<file path="src/rtl/imem_arbiter.sv">
// imem_arbiter: two-requester (CPU, debug/loader) arbiter in front of a shared
// single-port instruction ROM with a one-cycle read latency.
//
// CPU normally wins. A 4-bit starve counter tracks consecutive cycles the debug
// requester asks without being served. When that count reaches STARVE_LIMIT, the
// arbiter switches to a forced-debug state for one grant and then falls back.
// Read data is routed to the granted requester one cycle after its grant. Each
// requester's rdata holds its last value between rvalid pulses.
//
// Ports:
//   clk, reset                    single clock, synchronous active-high reset
//   cpu_req/cpu_addr              CPU fetch request and byte address
//   cpu_gnt                       combinational grant to the CPU
//   cpu_rvalid/cpu_rdata          read return to the CPU
//   dbg_*                         the same set of ports for the debug/loader requester
//   mem_en/mem_addr/mem_data      ROM read strobe, word address, and read data
//                                 (read data arrives one cycle after mem_en)
//
// Optional feature: define IMEM_ARB_STATS_EN to add the saturating 16-bit grant
// counters cpu_gnt_cnt and dbg_gnt_cnt.
module imem_arbiter #(
   parameter int unsigned ADDR_WIDTH   = 8,
   parameter int unsigned DATA_WIDTH   = 32,
   parameter int unsigned STARVE_LIMIT = 4
) (
   input  logic                  clk,
   input  logic                  reset,
   input  logic                  cpu_req,
   input  logic [ADDR_WIDTH-1:0] cpu_addr,
   output logic                  cpu_gnt,
   output logic                  cpu_rvalid,
   output logic [DATA_WIDTH-1:0] cpu_rdata,
   input  logic                  dbg_req,
   input  logic [ADDR_WIDTH-1:0] dbg_addr,
   output logic                  dbg_gnt,
   output logic                  dbg_rvalid,
   output logic [DATA_WIDTH-1:0] dbg_rdata,
   output logic                  mem_en,
   output logic [ADDR_WIDTH-3:0] mem_addr,
   input  logic [DATA_WIDTH-1:0] mem_data
`ifdef IMEM_ARB_STATS_EN
   ,
   output logic [15:0]           cpu_gnt_cnt,
   output logic [15:0]           dbg_gnt_cnt
`endif
);

   localparam int unsigned CNT_W  = 4;
   localparam int unsigned STAT_W = 16;

   typedef enum logic [0:0] {
      PRI_CPU   = 1'b0,
      FORCE_DBG = 1'b1
   } state_t;

   state_t                state_q, state_d;
   logic [CNT_W-1:0]      starve_cnt_q, starve_cnt_d;
   logic                  rd_valid_q, rd_valid_d;
   logic                  rd_owner_q, rd_owner_d;   // 1 = debug owns the read in flight
   logic [DATA_WIDTH-1:0] cpu_rdata_q, cpu_rdata_d;
   logic [DATA_WIDTH-1:0] dbg_rdata_q, dbg_rdata_d;

   // Byte-offset bits are deliberately ignored.
   logic unused_addr_bits;
   assign unused_addr_bits = ^{cpu_addr[1:0], dbg_addr[1:0]};

   // Arbitration, starve tracking, and next-state logic.
   always_comb begin
      state_d      = state_q;
      starve_cnt_d = starve_cnt_q;
      cpu_gnt      = 1'b0;
      dbg_gnt      = 1'b0;

      if (!reset) begin
         case (state_q)
            PRI_CPU: begin
               cpu_gnt = cpu_req;
               dbg_gnt = dbg_req & ~cpu_req;
            end
            FORCE_DBG: begin
               dbg_gnt = dbg_req;
               cpu_gnt = cpu_req & ~dbg_req;
            end
            default: begin
               cpu_gnt = 1'b0;
               dbg_gnt = 1'b0;
            end
         endcase
      end

      // The counter saturates defensively, although the forced grant keeps it at or below the limit.
      if (dbg_req && !dbg_gnt) begin
         if (starve_cnt_q != {CNT_W{1'b1}}) begin
            starve_cnt_d = starve_cnt_q + CNT_W'(1);
         end
      end else begin
         starve_cnt_d = '0;
      end

      case (state_q)
         PRI_CPU: begin
            if (dbg_req && !dbg_gnt && (starve_cnt_d >= CNT_W'(STARVE_LIMIT))) begin
               state_d = FORCE_DBG;
            end
         end
         FORCE_DBG: begin
            if (dbg_gnt || !dbg_req) begin
               state_d = PRI_CPU;
            end
         end
         default: state_d = PRI_CPU;
      endcase
   end

   // ROM request path and read-return routing.
   always_comb begin
      mem_en     = cpu_gnt | dbg_gnt;
      mem_addr   = dbg_gnt ? dbg_addr[ADDR_WIDTH-1:2] : cpu_addr[ADDR_WIDTH-1:2];
      rd_valid_d = mem_en;
      rd_owner_d = dbg_gnt;

      // Reset in the return cycle suppresses a read that was granted just before it.
      cpu_rvalid = rd_valid_q & ~rd_owner_q & ~reset;
      dbg_rvalid = rd_valid_q &  rd_owner_q & ~reset;

      cpu_rdata_d = cpu_rvalid ? mem_data : cpu_rdata_q;
      dbg_rdata_d = dbg_rvalid ? mem_data : dbg_rdata_q;
      cpu_rdata   = cpu_rdata_d;
      dbg_rdata   = dbg_rdata_d;
   end

   always_ff @(posedge clk) begin
      if (reset) begin
         state_q      <= PRI_CPU;
         starve_cnt_q <= '0;
         rd_valid_q   <= 1'b0;
         rd_owner_q   <= 1'b0;
         cpu_rdata_q  <= '0;
         dbg_rdata_q  <= '0;
      end else begin
         state_q      <= state_d;
         starve_cnt_q <= starve_cnt_d;
         rd_valid_q   <= rd_valid_d;
         rd_owner_q   <= rd_owner_d;
         cpu_rdata_q  <= cpu_rdata_d;
         dbg_rdata_q  <= dbg_rdata_d;
      end
   end

`ifdef IMEM_ARB_STATS_EN
   logic [STAT_W-1:0] cpu_gnt_cnt_q, cpu_gnt_cnt_d;
   logic [STAT_W-1:0] dbg_gnt_cnt_q, dbg_gnt_cnt_d;

   // Saturating grant counters.
   always_comb begin
      cpu_gnt_cnt_d = cpu_gnt_cnt_q;
      dbg_gnt_cnt_d = dbg_gnt_cnt_q;
      if (cpu_gnt && (cpu_gnt_cnt_q != {STAT_W{1'b1}})) begin
         cpu_gnt_cnt_d = cpu_gnt_cnt_q + STAT_W'(1);
      end
      if (dbg_gnt && (dbg_gnt_cnt_q != {STAT_W{1'b1}})) begin
         dbg_gnt_cnt_d = dbg_gnt_cnt_q + STAT_W'(1);
      end
      cpu_gnt_cnt = cpu_gnt_cnt_q;
      dbg_gnt_cnt = dbg_gnt_cnt_q;
   end

   always_ff @(posedge clk) begin
      if (reset) begin
         cpu_gnt_cnt_q <= '0;
         dbg_gnt_cnt_q <= '0;
      end else begin
         cpu_gnt_cnt_q <= cpu_gnt_cnt_d;
         dbg_gnt_cnt_q <= dbg_gnt_cnt_d;
      end
   end
`endif

endmodule

</file>
<file path="config.mk">
export PLATFORM = sky130hd
export DESIGN_NAME = imem_arbiter
export DESIGN_NICKNAME = d
export VERILOG_FILES = /design/src/rtl/imem_arbiter.sv
export SDC_FILE = /design/constraint.sdc
export NUM_CORES = 1
export LEC_CHECK = 0
export CAP_MARGIN = 40
export CORE_ASPECT_RATIO = 0.6
export CORE_MARGIN = 5
export CORE_UTILIZATION = 40
export CTS_CLUSTER_SIZE = 14
export DETAILED_ROUTE_END_ITERATION = 8
export PLACE_DENSITY = 0.76
export SLEW_MARGIN = 20
export SYNTH_ARGS = -nofsm -noshare
export SYNTH_HDL_FRONTEND = slang
export SYNTH_SLANG_ARGS = --single-unit
export TNS_END_PERCENT = 30
</file>
<file path="constraint.sdc">
create_clock -name clk -period 4.56 [get_ports clk]
set_input_delay 0.684 -clock clk [delete_from_list [all_inputs] [get_ports clk]]
set_output_delay 0.684 -clock clk [all_outputs]
set_load 0.02 [all_outputs]
</file>
==> results of run 1 <==
[area by class of cell]
cell class	count	area share, %
clock buffer	15	6.12
inverter	2	0.165
multi-input combinational	161	32.0
sequential	71	31.3
tap	104	2.87
timing repair buffer	125	27.6
[cells in the final DEF, fill, tap and decap left out, types with 2 or more instances in the layout]
cell,n
mux2_2,51
inv_1,2
clkbuf_16,9
buf_4,2
clkdlybuf4s50_1,121
clkbuf_8,3
nor2_1,8
nor2b_1,65
mux2_4,19
clkbuf_1,3
dfxtp_1,71
a21oi_1,3
[final timing paths]
check                           slack, ns         endpoint       startpoint
worst min register to register       0.51          state_q  starve_cnt_q[3]
worst max-delay path                 1.02    cpu_rdata[31]            reset
worst max register to register       2.65  cpu_rdata_q[31]       rd_valid_q
worst min-delay path                 0.51          state_q  starve_cnt_q[3]
[flip-flops by register name (all words and copies together), names as in the netlist]
register / flops
cpu_rdata_q: 32
dbg_rdata_q: 32
rd_owner_q: 1
rd_valid_q: 1
starve_cnt_q: 4
state_q: 1
[per-layer routing]
metal / global-route usage (%) / routed length, um
met5: 0 / 0
met4: 5.77 / 95
met3: 9.63 / 793
met2: 23.7 / 3030
met1: 18.9 / 3210
[worst max-delay path, stage by stage]
cell	delay, ns
buf_2	0.29
nor3b_4	0.66
buf_4	0.31
mux2_2	0.36
clkdlybuf4s50_1	0.54
[report_power, final]
group	internal (W)	switching, W	leakage (nW)
Sequential	0.000638	0.00000504	0.576
Combinational	0.000135	0.000101	1.12
Clock	0.000410	0.000233	0.136
[metrics by stage]
stage | power [W] | hold slack, ns | instances
finish | 0.00152 | 0.512 | 478
global route | 0.00159 | 0.551 | 478
CTS | 0.00155 | 0.506 | 478
detailed placement | 0.000893 | 0.494 | 463
global placement | 0.000889 | 0.491 | 463
floorplan | 0.000776 | 0.472 | 248
[logic make-up (layout without fill, tap and decap cells)]
| kind of cell | count (synthesis) | in the layout | share of synthesized area [%] |
|---|---|---|---|
| XOR/XNOR | 1 | 1 | 0.296 |
| flip-flops | 71 | 71 | 48.0 |
| AND/OR/NAND/NOR | 83 | 83 | 17.9 |
| adder cells (fa/ha/maj) | 1 | 1 | 0.422 |
| AO/OA/AOI/OAI | 5 | 5 | 1.06 |
| multiplexers | 71 | 71 | 29.4 |
| buffers and inverters | 16 | 142 | 2.96 |
==> run summary, run 1 <==
OUTCOME
--------------------------------------------------------------------------------
Outcome                                                                completed

SETUP PATH
--------------------------------------------------------------------------------
Setup crit end kind                                                   output pin
CP Class                                                            primary input to output pin
Data arrival time of the critical path                                   2.86 ns
Largest fanout of any net on the critical path                                31
Startpoint type of the worst setup path                             primary input
Worst r2r path cells                                                           4
Data required, critical path                                             3.88 ns

FINAL LAYOUT
--------------------------------------------------------------------------------
Final standard cell utilization of the core                                62.7%
Antenna diode instance count                                                   0
Synthesis-to-layout area growth                                            53.3%
Nets                                                                         423
Register area                                                         1420 sq um
Fill cell total of the finished layout                                       606
Design area                                                           4540 sq um
Multi-input logic area                                                1450 sq um
Fraction of layout instances using a drive strength above 1                24.1%

FLOORPLANNING
--------------------------------------------------------------------------------
Number of cell rows                                                           24
Die X-Extent                                                              121 um
Number of primary I/O pins                                                   127
Die area                                                              9280 sq um
Starting density of the core                                               40.9%
Vert. Die Dim                                                            76.7 um
Floorplan core area                                                   7240 sq um

PLACE
--------------------------------------------------------------------------------
HPWL after DPL                                                           5070 um
# port buffers                                                               122
Final Wtd Congestion                                                       0.737
Worst slack at placement                                                0.988 ns
Cell area after placement                                             4260 sq um

STA
--------------------------------------------------------------------------------
Relative max-transition margin                                             54.1%
Actual slew at the worst max-slew pin                                   0.688 ns
Final count of pins violating max slew                                         0
Setup Viol. Count Final                                                        0
Period utilization                                                         77.7%
Setup total negative slack                                                  0 ns
Final hold violations                                                          0
Clock tree skew after final layout                                    0.00350 ns
Fmax achieved                                                            282 MHz
Setup repair after global routing missed its margin                        false
Final critical delay including setup and external delays                 3.54 ns
Final critical-path setup slack                                          1.02 ns

SYNTHESIS
--------------------------------------------------------------------------------
Number of flip-flops and latches in the synthesized netlist                   71
Commonest register cell after synthesis                                  dfxtp_1
Post-Syn Area                                                         2960 sq um
Count of flip-flops with a built-in enable after synthesis                     0
Portion of the post-synthesis area used by sequential elements             48.0%
Nets in the synthesized netlist                                              301
Fraction of post-synthesis cell area in the top cell type by area          48.0%
Most numerous cell types in the synthesized netlist                 dfxtp_1 (71), nor2b_1 (65), mux2_2 (51), mux2_4 (19), nor2_1 (8)
Synth async-reset ratio                                                       0%
Per-instance average area after synthesis                             11.9 sq um
Gate count of the mapped netlist                                             248
Area contributors post-synth                                        dfxtp_1 (48%), mux2_2 (19%), nor2b_1 (14%)
Synth unique cells                                                            26
Synth warn                                                                     0
Post-synthesis cell type with the largest combined area                  dfxtp_1
Most instantiated library cell after synthesis                           dfxtp_1

CLOCK NETWORK
--------------------------------------------------------------------------------
TritonCTS clock tree                                                         yes
TritonCTS sink count                                                          71
Setup bufs post-CTS                                                            0
Clock root buffer                                                      clkbuf_16
Clock slew at reported path FFs                                          0.05 ns
CTS Buffer Depth                                                               2
Hold buffers post-CTS                                                          0
Htree depth                                                                    3
Insertion delay of the later-clocked pin in the worst-skew pair          0.32 ns
Total CTS buffers                                                              9
Number of gates resized after CTS                                              0

GLOBAL ROUTE
--------------------------------------------------------------------------------
First-pass GRT wire length                                              11600 um
Antenna violations before repair                                               0
Remaining Overflow, GRT                                                        0
Pin count of the biggest net entering global routing                          42
Via count of the first global-routing pass                                  2321
GRT Total Usage                                                            16.0%

PWR
--------------------------------------------------------------------------------
Cell area power density                                              335 nW/um^2
Static Leakage                                                           1.83 nW
Peak supply drop                                                        0.198 mV

RUN
--------------------------------------------------------------------------------
Max-capacitance violation count                                                0

MIN PATH
--------------------------------------------------------------------------------
Hold Crit Depth                                                                2
Class of the worst hold path                                        flop to flop

DRT
--------------------------------------------------------------------------------
DR vias                                                                     2166
Average routed wire per standard cell                                    14.9 um
DRC                                                                            0
First-iteration detailed-routing DRC count                                    62
Count of antenna-violating nets left after detailed routing                    0
Total Wirelength                                                         7130 um
Post-DR vias/cell                                                           4.53
First-pass iteration count of the detailed router                              4

Power figures use the tool's default switching activity.
==> run 2: changes to the inputs <==
clock period = 3.6 ns   (was 4.56 ns; I/O delays follow)
==> run 2 against run 1 <==
- sequential power increased by 27%
- critical path depth did not move
- clock-buffer cell count down 2
- design area is 0.11% lower
- combinational power rose by 27%
- sequential share of layout area barely moved
- largest power group unchanged
==> run summary, run 2 (synthesis gave the netlist of run 1 again) <==
SETUP PATH
------------------------------------------------------------------------------
Worst setup slack for register-to-register paths                       2.02 ns   -0.63 ns
Largest stage delay on the critical path                               0.56 ns   -0.10 ns
Setup crit end kind                                                 output pin
Slowest cell on the critical path                                 clkdlybuf4s50_1
Worst r2r path cells                                                         3   -1
CP top delay family                                               buffers and inverters
Series of cell instances along the critical path                  clkdlybuf4s50_1 -> nor2b_1 -> nor3b_2 -> mux2_2 -> clkdlybuf4s50_1
Startpoint type of the worst setup path                           primary input
Largest fanout of any net on the critical path                               7   -77%
Crit path top cell by count                                       clkdlybuf4s50_1
Beginning of the worst register-to-register path                    rd_owner_q
Logic depth of the worst path, buffers included                              5   unchanged
Bufs and invs on worst path                                                  2   -1
Data required, critical path                                           3.06 ns   -0.82 ns
CP Class                                                          primary input to output pin
Terminus of the critical flop-to-flop path                        dbg_rdata_q[4]
Data arrival time of the critical path                                 2.61 ns   -0.25 ns

PWR
------------------------------------------------------------------------------
Cell area power density                                            418 nW/um^2   +25%
Peak supply drop                                                      0.274 mV   +38%
Static Leakage                                                         1.83 nW   about the same

CLOCK NETWORK
------------------------------------------------------------------------------
Htree depth                                                                  3   unchanged
Setup bufs post-CTS                                                          0   unchanged
TritonCTS clock tree                                                       yes
Insertion delay of the later-clocked pin in the worst-skew pair        0.33 ns   about the same
CTS Buffer Depth                                                             2   unchanged
Hold buffers post-CTS                                                        0   unchanged
Clock root buffer                                                    clkbuf_16
Number of gates resized after CTS                                            0   unchanged
Total CTS buffers                                                            9   unchanged
Clock slew at reported path FFs                                        0.05 ns   about the same
TritonCTS sink count                                                        71   unchanged

STA
------------------------------------------------------------------------------
Setup repair after global routing missed its margin                      false
Relative max-transition margin                                           59.8%   +5.7 points
Actual slew at the worst max-slew pin                                 0.600 ns   -0.0880 ns
Final critical-path setup slack                                       0.448 ns   -0.571 ns
Period utilization                                                       87.6%
Fmax achieved                                                          317 MHz
Setup Viol. Count Final                                                      0   unchanged
Final hold violations                                                        0   unchanged
Setup total negative slack                                                0 ns   unchanged
Clock tree skew after final layout                                  0.00537 ns   +0.00187 ns
Final critical delay including setup and external delays               3.15 ns
Final count of pins violating max slew                                       0   unchanged

FLOORPLANNING
------------------------------------------------------------------------------
Vert. Die Dim                                                          76.7 um   unchanged
Number of cell rows                                                         24   unchanged
Starting density of the core                                             40.9%   unchanged
Die X-Extent                                                            121 um   unchanged
Die area                                                            9280 sq um   unchanged
Number of primary I/O pins                                                 127   unchanged
Floorplan core area                                                 7240 sq um   unchanged

FINAL LAYOUT
------------------------------------------------------------------------------
Synthesis-to-layout area growth                                          53.1%
Nets                                                                       424   +0.24%
Most common cell after layout, fill and taps aside                clkdlybuf4s50_1
Largest registers in the final layout                             cpu_rdata_q (32), dbg_rdata_q (32), starve_cnt_q (4)
Most used cells in the layout excluding fill and tap cells        clkdlybuf4s50_1 (121), dfxtp_1 (71), nor2b_1 (65)
Antenna diode instance count                                                 0   unchanged
Non-filler instance count after layout                                     478   unchanged
Multi-input logic area                                              1450 sq um   unchanged
Fraction of layout instances using a drive strength above 1              24.3%   +0.27 points
Register area                                                       1420 sq um   unchanged
Fill cell total of the finished layout                                     567   -6.4%

DRT
------------------------------------------------------------------------------
First-pass iteration count of the detailed router                            4   unchanged
Total Wirelength                                                       6970 um   -2.3%
Post-DR vias/cell                                                         4.52   -0.32%
First-iteration detailed-routing DRC count                                  31   -50%
Average routed wire per standard cell                                  14.6 um   -2.3%
Count of antenna-violating nets left after detailed routing                  0   unchanged
DR vias                                                                   2159   -0.32%
DRC                                                                          0   unchanged

PLACE
------------------------------------------------------------------------------
Number of cells after detailed placement                                   464   +0.22%
# port buffers                                                             122   unchanged
Worst slack at placement                                              0.465 ns   -0.523 ns
Final Wtd Congestion                                                     0.732   -0.64%
HPWL after DPL                                                         4930 um   -2.6%

GLOBAL ROUTE
------------------------------------------------------------------------------
Antenna violations before repair                                             0   unchanged
Via count of the first global-routing pass                                2312   -0.39%
First-pass GRT wire length                                            11500 um   -1.4%
GRT Total Usage                                                          15.8%   -0.21 points
Pin count of the biggest net entering global routing                        36   -14%
Remaining Overflow, GRT                                                      0   unchanged

OUTCOME
------------------------------------------------------------------------------
Outcome                                                              completed

MIN PATH
------------------------------------------------------------------------------
Worst-case hold path end point                                         state_q
Class of the worst hold path                                      flop to flop
Startpoint of the lowest-slack hold path                          starve_cnt_q[3]
Hold Crit Depth                                                              2   unchanged

RUN
------------------------------------------------------------------------------
Max-capacitance violation count                                              0   unchanged

-- run 2: cell count changes in the layout (fill, tap and decap cells not counted), sizes merged --
cell | previous run | this run
clkbuf | 15 | 13
clkinv | 0 | 1
buf | 4 | 5
-- run 2: worst max-delay path by stage --
stage / to / startpoint
2_1_floorplan: mem_addr[0] / reset
3_3_place_gp: mem_addr[5] / cpu_req
3_5_place_dp: mem_addr[5] / cpu_req
4_1_cts: mem_addr[5] / cpu_req
5_1_grt: mem_addr[5] / cpu_req
6_report: mem_addr[5] / cpu_req
-- run 2: layer usage --
| layer | vias to the layer above | track usage [%] | wire length (um) |
|---|---|---|---|
| li1 | 1071 | - | - |
| met1 | 996 | 18.3 | 3070 |
| met2 | 78 | 23.5 | 3010 |
| met3 | 14 | 9.04 | 728 |
| met4 | 0 | 7.24 | 156 |
| met5 | - | 0 | 0 |
-- run 2: where the power goes --
part / switching, W / total [W] / internal (W)
Clock: 0.000287 / 0.000781 / 0.000494
Sequential: 0.00000644 / 0.000815 / 0.000808
Combinational: 0.000127 / 0.000299 / 0.000172
Total: 0.000421 / 0.00189 / 0.00147
-- run 2: worst min-delay path, stage by stage (launching register included) --
cell	delay, ns
dfxtp_1	0.33
inv_1	0.08
a21oi_1	0.06
-- run 2: final cells by class --
cell class	instances	area share, %
Clock inverter	1	0.110
Tap cell	104	2.87
Timing Repair Buffer	126	27.8
Sequential cell	71	31.3
Clock buffer	13	5.74
Multi-Input combinational cell	161	32.0
Inverter	2	0.166
-- run 2: per-stage QoR --
step	utilization, %	area [sq um]	hold WS, ns	power (W)
finish	62.7	4540	0.514	0.00189
detailed placement	59.0	4270	0.505	0.00113
global placement	59.0	4270	0.497	0.00113
CTS	62.7	4540	0.518	0.00193
floorplan	-	2960	0.472	0.000983
global route	62.7	4540	0.546	0.00198
